<file path="src/rtl/seg7_pkg.sv">
// Shared types and defaults for the seven-segment scan controller.
package seg7_pkg;

  typedef enum logic [1:0] {
    IDLE,
    COMMIT,
    BLANK,
    SHOW
  } state_e;

  localparam int DEF_NUM_DIGITS   = 4;
  localparam int DEF_SCAN_DIV     = 10000;
  localparam int DEF_BLANK_CYCLES = 16;

  // Digit index width; never narrower than one bit.
  function automatic int idx_w(input int n);
    return (n > 1) ? $clog2(n) : 1;
  endfunction

endpackage

</file>
<file path="src/rtl/seg7_slot_timer.sv">
// Per-slot cycle counter: blank_done marks the last blank cycle, slot_done the last lit cycle.
module seg7_slot_timer #(
  parameter int SCAN_DIV     = 10000,
  parameter int BLANK_CYCLES = 16
) (
  input  logic clk,
  input  logic rst_n,
  input  logic clr_i,
  output logic blank_done_o,
  output logic slot_done_o
);

  localparam int TW = $clog2(SCAN_DIV);
  localparam logic [TW-1:0] BLANK_LAST = TW'(BLANK_CYCLES - 1);
  localparam logic [TW-1:0] SLOT_LAST  = TW'(SCAN_DIV - 1);

  logic [TW-1:0] cnt_q;

  always_ff @(posedge clk or negedge rst_n) begin
    if (!rst_n)     cnt_q <= '0;
    else if (clr_i) cnt_q <= '0;
    else            cnt_q <= cnt_q + 1'b1;
  end

  assign blank_done_o = (cnt_q == BLANK_LAST);
  assign slot_done_o  = (cnt_q == SLOT_LAST);

endmodule

</file>
<file path="src/rtl/seg7_scan_ctrl.sv">
// Multiplexed digit scanner with double-buffered digit registers; new values are
// committed only at frame boundaries so a displayed frame is never torn.
module seg7_scan_ctrl
  import seg7_pkg::*;
#(
  parameter int NUM_DIGITS   = DEF_NUM_DIGITS,
  parameter int SCAN_DIV     = DEF_SCAN_DIV,
  parameter int BLANK_CYCLES = DEF_BLANK_CYCLES,
  localparam int IDX_W       = idx_w(NUM_DIGITS)
) (
  input  logic                  clk,
  input  logic                  rst_n,
  input  logic                  enable,
  input  logic                  wr_valid,
  output logic                  wr_ready,
  input  logic [IDX_W-1:0]      wr_addr,
  input  logic [3:0]            wr_data,
  output logic [3:0]            digit_code,
  output logic [NUM_DIGITS-1:0] digit_sel,
  output logic                  frame_tick
);

  localparam logic [IDX_W-1:0] IDX_LAST = IDX_W'(NUM_DIGITS - 1);

  state_e                         state_q;
  logic [IDX_W-1:0]               idx_q;
  logic [NUM_DIGITS-1:0]          sel_q;
  logic [3:0]                     code_q;
  logic                           tick_q;
  logic                           ready_q;
  logic                           run_q;
  logic [NUM_DIGITS-1:0][3:0]     shadow_q;
  logic [NUM_DIGITS-1:0][3:0]     active_q;

  logic                           blank_done, slot_done, tmr_clr;
  logic [IDX_W-1:0]               idx_d;
  logic [NUM_DIGITS-1:0]          sel_d;

  always_comb begin
    idx_d = idx_q + 1'b1;
    sel_d = NUM_DIGITS'(1) << idx_q;
  end

  // Timer only runs inside a slot; it is held at zero in IDLE and COMMIT.
  assign tmr_clr = !(enable && run_q && (state_q == BLANK || state_q == SHOW)) || slot_done;

  seg7_slot_timer #(
    .SCAN_DIV    (SCAN_DIV),
    .BLANK_CYCLES(BLANK_CYCLES)
  ) u_timer (
    .clk         (clk),
    .rst_n       (rst_n),
    .clr_i       (tmr_clr),
    .blank_done_o(blank_done),
    .slot_done_o (slot_done)
  );

  always_ff @(posedge clk or negedge rst_n) begin
    if (!rst_n) shadow_q <= '0;
    else if (wr_valid && ready_q) shadow_q[wr_addr] <= wr_data;
  end

  // Outputs are loaded with the values of the state being entered, so they line up
  // with state_q. run_q holds the FSM in IDLE for the first cycle after reset.
  always_ff @(posedge clk or negedge rst_n) begin
    if (!rst_n) begin
      state_q  <= IDLE;
      idx_q    <= '0;
      sel_q    <= '0;
      code_q   <= '0;
      tick_q   <= 1'b0;
      ready_q  <= 1'b0;
      run_q    <= 1'b0;
      active_q <= '0;
    end else begin
      run_q   <= 1'b1;
      tick_q  <= 1'b0;
      ready_q <= 1'b1;
      sel_q   <= '0;
      if (!enable || !run_q) begin
        state_q <= IDLE;
        idx_q   <= '0;
        code_q  <= '0;
      end else begin
        case (state_q)
          IDLE: begin
            state_q <= COMMIT;
            tick_q  <= 1'b1;
            ready_q <= 1'b0;
            idx_q   <= '0;
            code_q  <= '0;
          end
          COMMIT: begin
            active_q <= shadow_q;
            state_q  <= BLANK;
            code_q   <= shadow_q[0];
          end
          BLANK: begin
            if (blank_done) begin
              state_q <= SHOW;
              sel_q   <= sel_d;
            end
          end
          SHOW: begin
            if (!slot_done) begin
              sel_q <= sel_d;
            end else if (idx_q == IDX_LAST) begin
              state_q <= COMMIT;
              tick_q  <= 1'b1;
              ready_q <= 1'b0;
              idx_q   <= '0;
              code_q  <= '0;
            end else begin
              state_q <= BLANK;
              idx_q   <= idx_d;
              code_q  <= active_q[idx_d];
            end
          end
          default: state_q <= IDLE;
        endcase
      end
    end
  end

  assign wr_ready   = ready_q;
  assign digit_code = code_q;
  assign digit_sel  = sel_q;
  assign frame_tick = tick_q;

endmodule

</file>
<file path="config.mk">
export PLATFORM = sky130hd
export DESIGN_NAME = seg7_scan_ctrl
export DESIGN_NICKNAME = d
export VERILOG_FILES = /design/src/rtl/seg7_pkg.sv /design/src/rtl/seg7_slot_timer.sv /design/src/rtl/seg7_scan_ctrl.sv
export SDC_FILE = /design/constraint.sdc
export NUM_CORES = 1
export LEC_CHECK = 0
export BUFFER_PORTS_ARGS = -buffer_cell sky130_fd_sc_hd__buf_2
export CORE_MARGIN = 1.5
export CORE_UTILIZATION = 54
export CTS_BUF_LIST = sky130_fd_sc_hd__clkbuf_16
export DETAILED_ROUTE_END_ITERATION = 10
export PLACE_DENSITY = 0.81
export SYNTH_ARGS = -nofsm -noshare
export SYNTH_HDL_FRONTEND = slang
export SYNTH_SLANG_ARGS = --single-unit
</file>
<file path="constraint.sdc">
create_clock -name clk -period 1.9 [get_ports clk]
set_input_delay 0.475 -clock clk [delete_from_list [all_inputs] [get_ports clk]]
set_output_delay 0.475 -clock clk [all_outputs]
set_load 0.005 [all_outputs]
</file>
==> metrics.md <==
| Metric | Value |
|---|---|
| Antenna-violating nets left | 0 |
| Area growth syn-to-layout | 22.8% |
| Most common flop cell mapped by yosys | dfrtp_1 |
| Number of synthesized flops with an enable pin | 0 |
| GRT Util Overall | 22.8% |
| Initial drt markers | 103 |
| Sequential-to-total area share from yosys stat | 53.0% |
| Worst hold path class | primary input to asynchronous set/reset pin |
| Via count | 2058 |
| Gate Count Post-Synth | 243 |
| Nets | 308 |
| Die width | 76.1 um |
| Root Driver | clkbuf_16 |
| Number of cells after detailed placement | 345 |
| Async SR Flop Fraction | 100% |
| YS warnings | 0 |
| Final WL | 6.06 mm |
| Via density | 5.67 |
| Routability cong. | 0.826 |
| Syn Area/Cell | 11.9 um2 |
| Placed Instance Area | 3210 um2 |
| CTS hold repair buffers | 0 |
| Core area | 5140 um2 |
| Top-count cell post-synth | dfrtp_1 |
| CP max FO | 3 |
| Tmin final | 2.04 ns |
| Post-route cell area | 3540 um2 |
| Post-synth top area share | 53.0% |
| Post-Syn Area | 2880 um2 |
| Pwr/cell area | 1040 nW/um2 |
| Worst-case clock buffer depth | 2 |
| Area contributors post-synth | dfrtp_1 (53%), mux2_2 (16%), ha_1 (4.3%), xnor2_1 (3.0%), nand2_1 (2.7%) |
| Initial Utilization | 56.1% |
| Clk pin slew, worst setup/hold paths | 0.05 ns |
| Setup-failing EPs final | 27 |
| Max-slew violations | 0 |
| Post-DP HPWL | 3.97 mm |
| Final Cycle Share | 107% |
| Post-synth net total | 263 |
| Num CTS Buffers | 9 |
| H-tree level count | 3 |
| FF+latch count, synth | 61 |
| Multi-input gate area | 1320 um2 |
| Max-cap viol count | 0 |
| Finished Layout Cells | 363 |
| Drc violations | 0 |
| CTS Sinks | 61 |
| Post-synth cell types | 39 |
| # rows | 26 |
| Crit path arrival time | 2.26 ns |
| Worst IR Drop VDD | 0.847 mV |
| Layout cells sized above 1 | 37.5% |
| Height of the die | 76.1 um |
| Ant diodes | 0 |
| Hold Violations, Final | 0 |
| Antenna violations before repair | 0 |
| CP required | 2.12 ns |
| Worst Clk Skew | 0.00674 ns |
| Slew HR | 62.0% |
| Register Area | 1530 um2 |
| Unrepaired setup endpoints after global routing | true |
| IO Port Bufs | 19 |
| Leakage dissipation | 1.59 nW |
| Top cells by count, synth | dfrtp_1 (61), mux2_2 (40), nand2_1 (21) |
| Status | finished with violations |
| Final Power | 3.69 mW |
| Skew-Pair Late Insertion Delay | 0.33 ns |
| Setup ws final | -0.138 ns |
| Synth area leader | dfrtp_1 |
| Wirelength per Cell | 16.7 um |
| First-pass iteration count of the detailed router | 4 |
| Worst setup SP type | flop |
| Crit end category | flop |
| Fill cells | 383 |
| Hold_ws | 0.145 ns |
| Vias in the first global route | 2147 |
| Global-route wire length before repair | 10.1 mm |
| Failing checks | negative setup slack |
| Worst Setup Path Type | flop to flop |
| Largest net degree at the start of global routing | 62 |
| Worst-margin pin slew | 0.569 ns |
| Fmax | 491 MHz |
| Full die area | 5790 um2 |
| CTS tree | done |
| I/O pin count | 20 |
| Overflow after GRT | 0 |
flip-flops by register name, summed over array words and instances, names as in the netlist, 2 cells and up:
register and cells:
shadow_q 16, active_q 16, idx_q 2, digit_code 4, u_timer.cnt_q 14, state_q 2, digit_sel 4
critical path: stages, from the launching register on:
cell	delay, ns
dfrtp_1	0.38
or4_4	0.55
buf_4	0.16
nor4_4	0.35
buf_4	0.18
o22ai_1	0.08
a32o_1	0.22
routing by layer:
metal	GRT usage [%]	vias up	share of wire, %
met4	8.52	0	2.6
met5	0	-	0
met3	7.90	16	5.1
met1	27.0	1039	41
met2	38.4	51	51
li1	-	952	-
kinds of logic after synthesis:
group	count (synthesis)	share of synthesized area (%)
compound gates	25	6.77
xor+xnor	12	3.65
fa+ha+maj	10	4.34
buf+inv	15	2.21
flops	61	53.0
mux	41	16.0
other cells	1	0.130
simple gates	78	14.0
power breakdown:
group / leakage (nW) / switching (mW) / internal, mW / total [mW]
logic: 0.663 / 0.172 / 0.261 / 0.432
registers: 0.783 / 0.125 / 1.53 / 1.66
clock network: 0.145 / 0.593 / 1.01 / 1.60
total: 1.59 / 0.890 / 2.80 / 3.69
timing repair:
item,CTS,global route
cloned,0,0
setup buffers,1,1
resized for setup,2,3
pin swaps,2,4
endpoints found under the setup margin,27,27
final timing paths:
check	startpoint	end	slack, ns	cells after the start
max	u_timer.cnt_q[7]$_DFF_PN0_	state_q[1]$_DFFE_PN0P_	-0.14	6
max in group asynchronous	rst_n	digit_sel[3]$_DFF_PN0_	1.50	2
min in group clk	wr_data[1]	shadow_q[9]$_DFFE_PN0P_	0.43	2
min reg2reg	u_timer.cnt_q[0]$_DFF_PN0_	u_timer.cnt_q[0]$_DFF_PN0_	0.48	1
min	rst_n	active_q[9]$_DFFE_PN0P_	0.15	2
max reg2reg	u_timer.cnt_q[7]$_DFF_PN0_	state_q[1]$_DFFE_PN0P_	-0.14	6
cell usage in the layout, fill, tap and decap left out, types with 2 or more instances in the layout:
master	instances
a21oi_1	4
a22o_1	4
a22oi_1	4
a32o_1	2
buf_12	2
buf_2	19
buf_4	20
clkbuf_16	9
clkinv_2	4
dfrtp_1	61
ha_1	10
inv_1	8
mux2_2	40
nand2_1	21
nand3_1	6
nand4_1	5
nor2_1	20
nor3_1	6
nor3b_1	4
nor4_1	2
o21ai_0	3
o22ai_1	2
or2_2	2
or4_1	2
or4_4	2
xnor2_1	10
xor2_1	2
cell type report:
class,instances,area share [%]
clock buffers,9,6.36
clock inverters,7,1.87
inverters,8,0.848
multi-input cells,167,37.3
flip-flops and latches,61,43.1
well taps,70,2.47
repair buffers,41,8.06
stage by stage:
stage	util (%)	TNS, ns	setup slack [ns]
2_1_floorplan	-	-1.70	-0.118
3_3_place_gp	62.5	-1.74	-0.0883
3_5_place_dp	62.5	-2.94	-0.149
4_1_cts	68.4	-3.19	-0.150
5_1_grt	68.9	-4.33	-0.210
6_report	68.9	-2.91	-0.138
Power figures use the tool's default switching activity.
